`src/rtl/stopwatch_pkg.sv`:
```
`default_nettype none
// ============================================================================
//  Module      : stopwatch_pkg
//  Description : Shared FSM encoding and BCD digit limits for the stopwatch.
//  Revision    : 1.0 - initial release
// ============================================================================
package stopwatch_pkg;

    localparam int BCD_W = 4;

    localparam logic [BCD_W-1:0] HUND_LIM     = 4'd9;
    localparam logic [BCD_W-1:0] SEC_ONES_LIM = 4'd9;
    localparam logic [BCD_W-1:0] SEC_TENS_LIM = 4'd5;

    typedef enum logic [1:0] {
        IDLE = 2'd0,
        RUN  = 2'd1,
        HOLD = 2'd2
    } sw_state_t;

endpackage
`default_nettype wire

```
`src/rtl/lim_digit.sv`:
```
`default_nettype none
// ============================================================================
//  Module      : lim_digit
//  Description : Single BCD digit limited incrementor with carry chain ports.
//  Revision    : 1.0 - initial release
// ============================================================================
module lim_digit
    import stopwatch_pkg::*;
#(
    parameter logic [BCD_W-1:0] L = 4'd9
) (
    input  logic [BCD_W-1:0] a,
    input  logic             ci,
    output logic [BCD_W-1:0] sum,
    output logic             co
);

    logic w_at_lim;

    assign w_at_lim = (a == L);
    assign co       = w_at_lim & ci;
    assign sum      = co ? '0 : (a + {{(BCD_W-1){1'b0}}, ci});

endmodule
`default_nettype wire

```
`src/rtl/stopwatch_counter.sv`:
```
`default_nettype none
// ============================================================================
//  Module      : stopwatch_counter
//  Description : Hundredth-second prescaler, start/stop/clear FSM and the
//                ss.hh BCD digit chain (00.00 .. 59.99, wrapping).
//  Revision    : 1.0 - initial release
// ============================================================================
module stopwatch_counter
    import stopwatch_pkg::*;
#(
    parameter int TICK_DIV = 1_000_000,
    parameter int CNT_W    = 20
) (
    input  logic             clk,
    input  logic             reset,
    input  logic             start_stop,
    input  logic             clear,
    output logic             running,
    output logic             tick,
    output logic [BCD_W-1:0] hund_ones,
    output logic [BCD_W-1:0] hund_tens,
    output logic [BCD_W-1:0] sec_ones,
    output logic [BCD_W-1:0] sec_tens
);

    localparam logic [CNT_W-1:0] c_LAST = CNT_W'(TICK_DIV - 1);

    sw_state_t        r_state;
    sw_state_t        w_next;
    logic [CNT_W-1:0] r_presc;
    logic             r_running;
    logic             w_tick;
    logic             w_zero;

    logic [BCD_W-1:0] r_d0, r_d1, r_d2, r_d3;
    logic [BCD_W-1:0] w_s0, w_s1, w_s2, w_s3;
    logic             w_c0, w_c1, w_c2, w_wrap;

    // ------------------------------------------------------------------
    // Control FSM
    // ------------------------------------------------------------------
    always_comb begin
        w_next = r_state;
        case (r_state)
            IDLE: begin
                if (!clear && start_stop) w_next = RUN;
            end
            RUN: begin
                if (start_stop) w_next = HOLD;
            end
            HOLD: begin
                if (clear)           w_next = IDLE;
                else if (start_stop) w_next = RUN;
            end
            default: w_next = IDLE;
        endcase
    end

    always_ff @(posedge clk) begin
        if (reset) begin
            r_state   <= IDLE;
            r_running <= 1'b0;
        end else begin
            r_state   <= w_next;
            r_running <= (w_next == RUN);
        end
    end

    // ------------------------------------------------------------------
    // Prescaler: frozen in HOLD so a resume keeps the partial interval
    // ------------------------------------------------------------------
    assign w_tick = (r_state == RUN) && (r_presc == c_LAST);

    always_ff @(posedge clk) begin
        if (reset || (w_next == IDLE)) begin
            r_presc <= '0;
        end else if (r_state == RUN) begin
            r_presc <= w_tick ? '0 : (r_presc + CNT_W'(1));
        end
    end

    // ------------------------------------------------------------------
    // Digit chain
    // ------------------------------------------------------------------
    lim_digit #(.L(HUND_LIM))     u_hund_ones (.a(r_d0), .ci(w_tick), .sum(w_s0), .co(w_c0));
    lim_digit #(.L(HUND_LIM))     u_hund_tens (.a(r_d1), .ci(w_c0),   .sum(w_s1), .co(w_c1));
    lim_digit #(.L(SEC_ONES_LIM)) u_sec_ones  (.a(r_d2), .ci(w_c1),   .sum(w_s2), .co(w_c2));
    lim_digit #(.L(SEC_TENS_LIM)) u_sec_tens  (.a(r_d3), .ci(w_c2),   .sum(w_s3), .co(w_wrap));

    // Both a clear into IDLE and the 59.99 rollover land on 00.00
    assign w_zero = (w_next == IDLE) || w_wrap;

    always_ff @(posedge clk) begin
        if (reset || w_zero) begin
            r_d0 <= '0;
            r_d1 <= '0;
            r_d2 <= '0;
            r_d3 <= '0;
        end else begin
            r_d0 <= w_s0;
            r_d1 <= w_s1;
            r_d2 <= w_s2;
            r_d3 <= w_s3;
        end
    end

    assign running   = r_running;
    assign tick      = w_tick;
    assign hund_ones = r_d0;
    assign hund_tens = r_d1;
    assign sec_ones  = r_d2;
    assign sec_tens  = r_d3;

endmodule
`default_nettype wire

```
`config.mk`:
```
export PLATFORM = sky130hd
export DESIGN_NAME = stopwatch_counter
export DESIGN_NICKNAME = d
export VERILOG_FILES = /design/src/rtl/stopwatch_pkg.sv /design/src/rtl/lim_digit.sv /design/src/rtl/stopwatch_counter.sv
export SDC_FILE = /design/constraint.sdc
export NUM_CORES = 1
export LEC_CHECK = 0
export CORE_MARGIN = 5
export CORE_UTILIZATION = 49
export DETAILED_ROUTE_END_ITERATION = 16
export GPL_ROUTABILITY_DRIVEN = 0
export PLACE_DENSITY_LB_ADDON = 0.1
export SLEW_MARGIN = 20
export SYNTH_ARGS = -nofsm -noshare
export SYNTH_HDL_FRONTEND = slang
export SYNTH_SLANG_ARGS = --single-unit
```
`constraint.sdc`:
```
create_clock -name clk -period 2.2 [get_ports clk]
set_input_delay 0.44 -clock clk [delete_from_list [all_inputs] [get_ports clk]]
set_output_delay 0.44 -clock clk [all_outputs]
set_load 0.005 [all_outputs]
```
==> impl_metrics.env <==
export IMPL_status="finished, final reports clean"
export IMPL_nets=239
export IMPL_cp_end_kind="flop"
export IMPL_postRouteWirelength_mm=3.64
export IMPL_row_count=22
export IMPL_slew_viol_final=0
export IMPL_cts_tree="built"
export IMPL_ys_warn_count=0
export IMPL_critPathTopFamily="simple AND/OR/NAND/NOR gates"
export IMPL_antenna_found_initial=0
export IMPL_firstDrtPassIters=4
export IMPL_fp_dieArea_um2=5170
export IMPL_viasPerCell=5.53
export IMPL_dp_hpwl_mm=2.76
export IMPL_cp_arrival_ns=2.25
export IMPL_cpMaxStageDelayCell="dfxtp_1"
export IMPL_worstSkewPairLatency_ns=0.28
export IMPL_die_w_um=71.9
export IMPL_required_ns=2.36
export IMPL_port_buffers=21
export IMPL_start_kind="flop"
export IMPL_die_h_um=71.9
export IMPL_powerDensity_nw_per_um2=527
export IMPL_vias=1520
export IMPL_final_core_util_pct=62.4
export IMPL_clkTransAtPathRegs_ns=0.07
export IMPL_postSynthAreaPerCell_um2=9.84
export IMPL_setup_viol=0
export IMPL_r2r_end="sec_tens[1]$_SDFF_PP0_"
export IMPL_pre_cts_slack_ns=0.0446
export IMPL_diodes=0
export IMPL_fmax_ghz=0.480
export IMPL_drt_drc_violations_left=0
export IMPL_timing_setup_tns_ns=0
export IMPL_grt_overflow_total=0
export IMPL_yosys_register_bits=39
export IMPL_drtAntennaViolNets=0
export IMPL_crit_chain="ha_1 -> and4b_2 -> nand4_4 -> buf_6 -> nor4_4 -> ha_2 -> ha_1 -> nor3b_1"
export IMPL_grt_pass1_vias=1417
export IMPL_min_from="r_presc[0]$_SDFFE_PP0P_"
export IMPL_r2r_start="r_presc[1]$_SDFFE_PP0P_"
export IMPL_netlist_instances=191
export IMPL_reg2reg_depth=8
export IMPL_clock_root_buffer="clkbuf_8"
export IMPL_critPathBufInv=1
export IMPL_relSlewSlack_pct=65.3
export IMPL_wl_per_cell_um=13.2
export IMPL_p_leak_nw=0.862
export IMPL_finalHoldViolations=0
export IMPL_crit_path_max_incr_delay_ns=0.35
export IMPL_holdPathEnd="r_presc[0]$_SDFFE_PP0P_"
export IMPL_peakVddDrop_mv=0.386
export IMPL_synth_cell_types=38
export IMPL_synth_largest_area_cell="dfxtp_1"
export IMPL_syn_nets=204
export IMPL_yosysTopAreaCellShare_pct=41.5
export IMPL_setup_slack_ns=0.118
export IMPL_fin_crit_ns=2.08
export IMPL_cts_sinks=39
export IMPL_ctsHoldBuffers=0
export IMPL_cpMostUsedCell="ha_1"
export IMPL_hold_depth=2
export IMPL_grt_start_max_net_pins=19
export IMPL_boundaryPins=22
export IMPL_tightest_slew_ns=0.517
export IMPL_numCtsBuffers=5
export IMPL_instances_no_fill=275
export IMPL_grt_usage_pct=15.0
export IMPL_drive_gt1_share_pct=15.0
export IMPL_grt_pass1_wl_mm=6.22
export IMPL_clock_skew_ns=0.00352
export IMPL_area_growth_pct=22.5
export IMPL_min_path_type="flop to flop"
export IMPL_core_um2=3690
export IMPL_drv_cap=0
export IMPL_syn_area_um2=1880
export IMPL_period_share_pct=94.6
export IMPL_cts_buffer_depth=2
export IMPL_synthTopCellsByArea="dfxtp_1 (42%), xor2_1 (6.5%), ha_1 (6.0%), nor2_1 (4.2%), nor3b_1 (3.6%)"
export IMPL_crit_fanout=7
export IMPL_drt_initial_drc_count=73
export IMPL_synth_seq_area_share_pct=41.5
export IMPL_r2r_slack_ns=0.12
export IMPL_start_util_pct=50.9
export IMPL_cts_htree_levels=2
export IMPL_rsz0062_at_grt="false"
export IMPL_placedCellCount=266
export IMPL_critPathKind="flop to flop"
[worst min-delay path, delay by kind of cell (launching register included)]
family	cells	cell delay, ns
flops	1	0.34
simple gates	1	0.05
compound gates	1	0.05
[cells in the mapped netlist]
library cell  count
buf_4             2
xor2_1           14
o31ai_1           4
buf_2             1
nand3_1          11
nor2_1           21
and4_1            2
nand2b_1          1
o21ai_0           6
nor2b_1           1
nor4_2            1
nor4_4            1
dfxtp_1          39
nor4b_2           2
buf_6             2
nor4b_1           1
nand2_1          10
inv_1             2
nor4b_4           1
nand4_1           6
ha_1              9
or4_1             2
or3_1             5
a21oi_1          11
o211ai_4          1
and2_1            2
nor4bb_1          2
nor3b_1           9
a21oi_2           1
and3_1            2
nor3_1            7
nand4_4           2
and4b_1           2
xnor2_1           4
or4_4             1
nor3_2            1
nand4_2           1
o211ai_1          1
[kinds of logic after synthesis]
group / share of synthesized area [%]
adder cells (fa/ha/maj): 5.99
flip-flops: 41.5
buffers and inverters: 2.66
AND/OR/NAND/NOR: 33.3
AO/OA/AOI/OAI: 8.12
XOR/XNOR: 8.39
[layout by cell type (no fill, tap or decap), types with 2 or more instances in the layout]
master,Yosys,final
dfxtp_1,39,38
nor2_1,21,20
clkdlybuf4s50_1,0,20
xor2_1,14,14
nand3_1,11,11
a21oi_1,11,11
buf_4,2,11
nand2_1,10,10
nor3b_1,9,9
ha_1,9,8
nor3_1,7,7
nand4_1,6,6
o21ai_0,6,6
or3_1,5,5
clkbuf_8,0,5
o31ai_1,4,4
xnor2_1,4,4
nor4b_4,1,2
and3_1,2,2
nand4_4,2,2
nor4bb_1,2,2
and2_1,2,2
and4_1,2,2
or4_1,2,2
inv_1,2,2
clkbuf_1,0,2
[layer usage]
metal	track usage (%)	routed length (um)	up-vias
li1	-	-	765
met1	19.2	1690	722
met2	24.3	1740	27
met3	4.16	158	6
met4	5.64	55	0
met5	0	0	-
[registers in the layout, indices dropped and copies added, names as in the netlist]
| name | count |
|---|---|
| running | 1 |
| r_presc | 20 |
| sec_ones | 4 |
| r_state | 2 |
| hund_tens | 4 |
| sec_tens | 4 |
| hund_ones | 4 |
[report_power, final]
| part | internal [mW] | leakage, nW | switching, mW |
|---|---|---|---|
| registers | 0.708 | 0.315 | 0.00287 |
| clock network | 0.222 | 0.0422 | 0.237 |
| logic | 0.0168 | 0.505 | 0.0261 |
[worst max path at each step]
stage                            startpoint  cells past startpoint  slack, ns                      to
finish              r_presc[1]$_SDFFE_PP0P_                      8       0.12  sec_tens[1]$_SDFF_PP0_
global route        hund_tens[3]$_SDFF_PP0_                      6    0.00002  sec_tens[1]$_SDFF_PP0_
global placement    r_presc[0]$_SDFFE_PP0P_                      5       0.12                    tick
floorplan           r_presc[0]$_SDFFE_PP0P_                      8       0.13  sec_tens[1]$_SDFF_PP0_
detailed placement  r_presc[0]$_SDFFE_PP0P_                      8       0.04  sec_tens[1]$_SDFF_PP0_
CTS                 r_presc[1]$_SDFFE_PP0P_                      8       0.06  sec_tens[1]$_SDFF_PP0_
[final cells by class]
type                    instances  area (um2)
clock buffers                   7        76.3
clock inverters                 1        5.00
fillers                       311        1390
inverters                       2        7.51
multi-input cells             145        1070
flip-flops and latches         39         782
well taps                      48        60.1
repair buffers                 33         303
[per-stage QoR]
stage	instance area, um2	hold slack, ns	power [mW]
after floorplan	1880	0.447	0.752
after global placement	2190	0.466	0.770
after detailed placement	2190	0.479	0.771
after CTS	2290	0.485	1.23
after global routing	2300	0.503	1.26
final	2300	0.483	1.21
[what timing repair did]
| item | CTS | global route |
|---|---|---|
| endpoints found under the setup margin | 1 | 2 |
| gates resized for setup | 5 | 3 |
| pin swaps | 4 | 1 |
| setup buffers | 1 | 0 |
| gates cloned | 0 | 0 |
No activity file was read; power rests on OpenSTA's default activity.
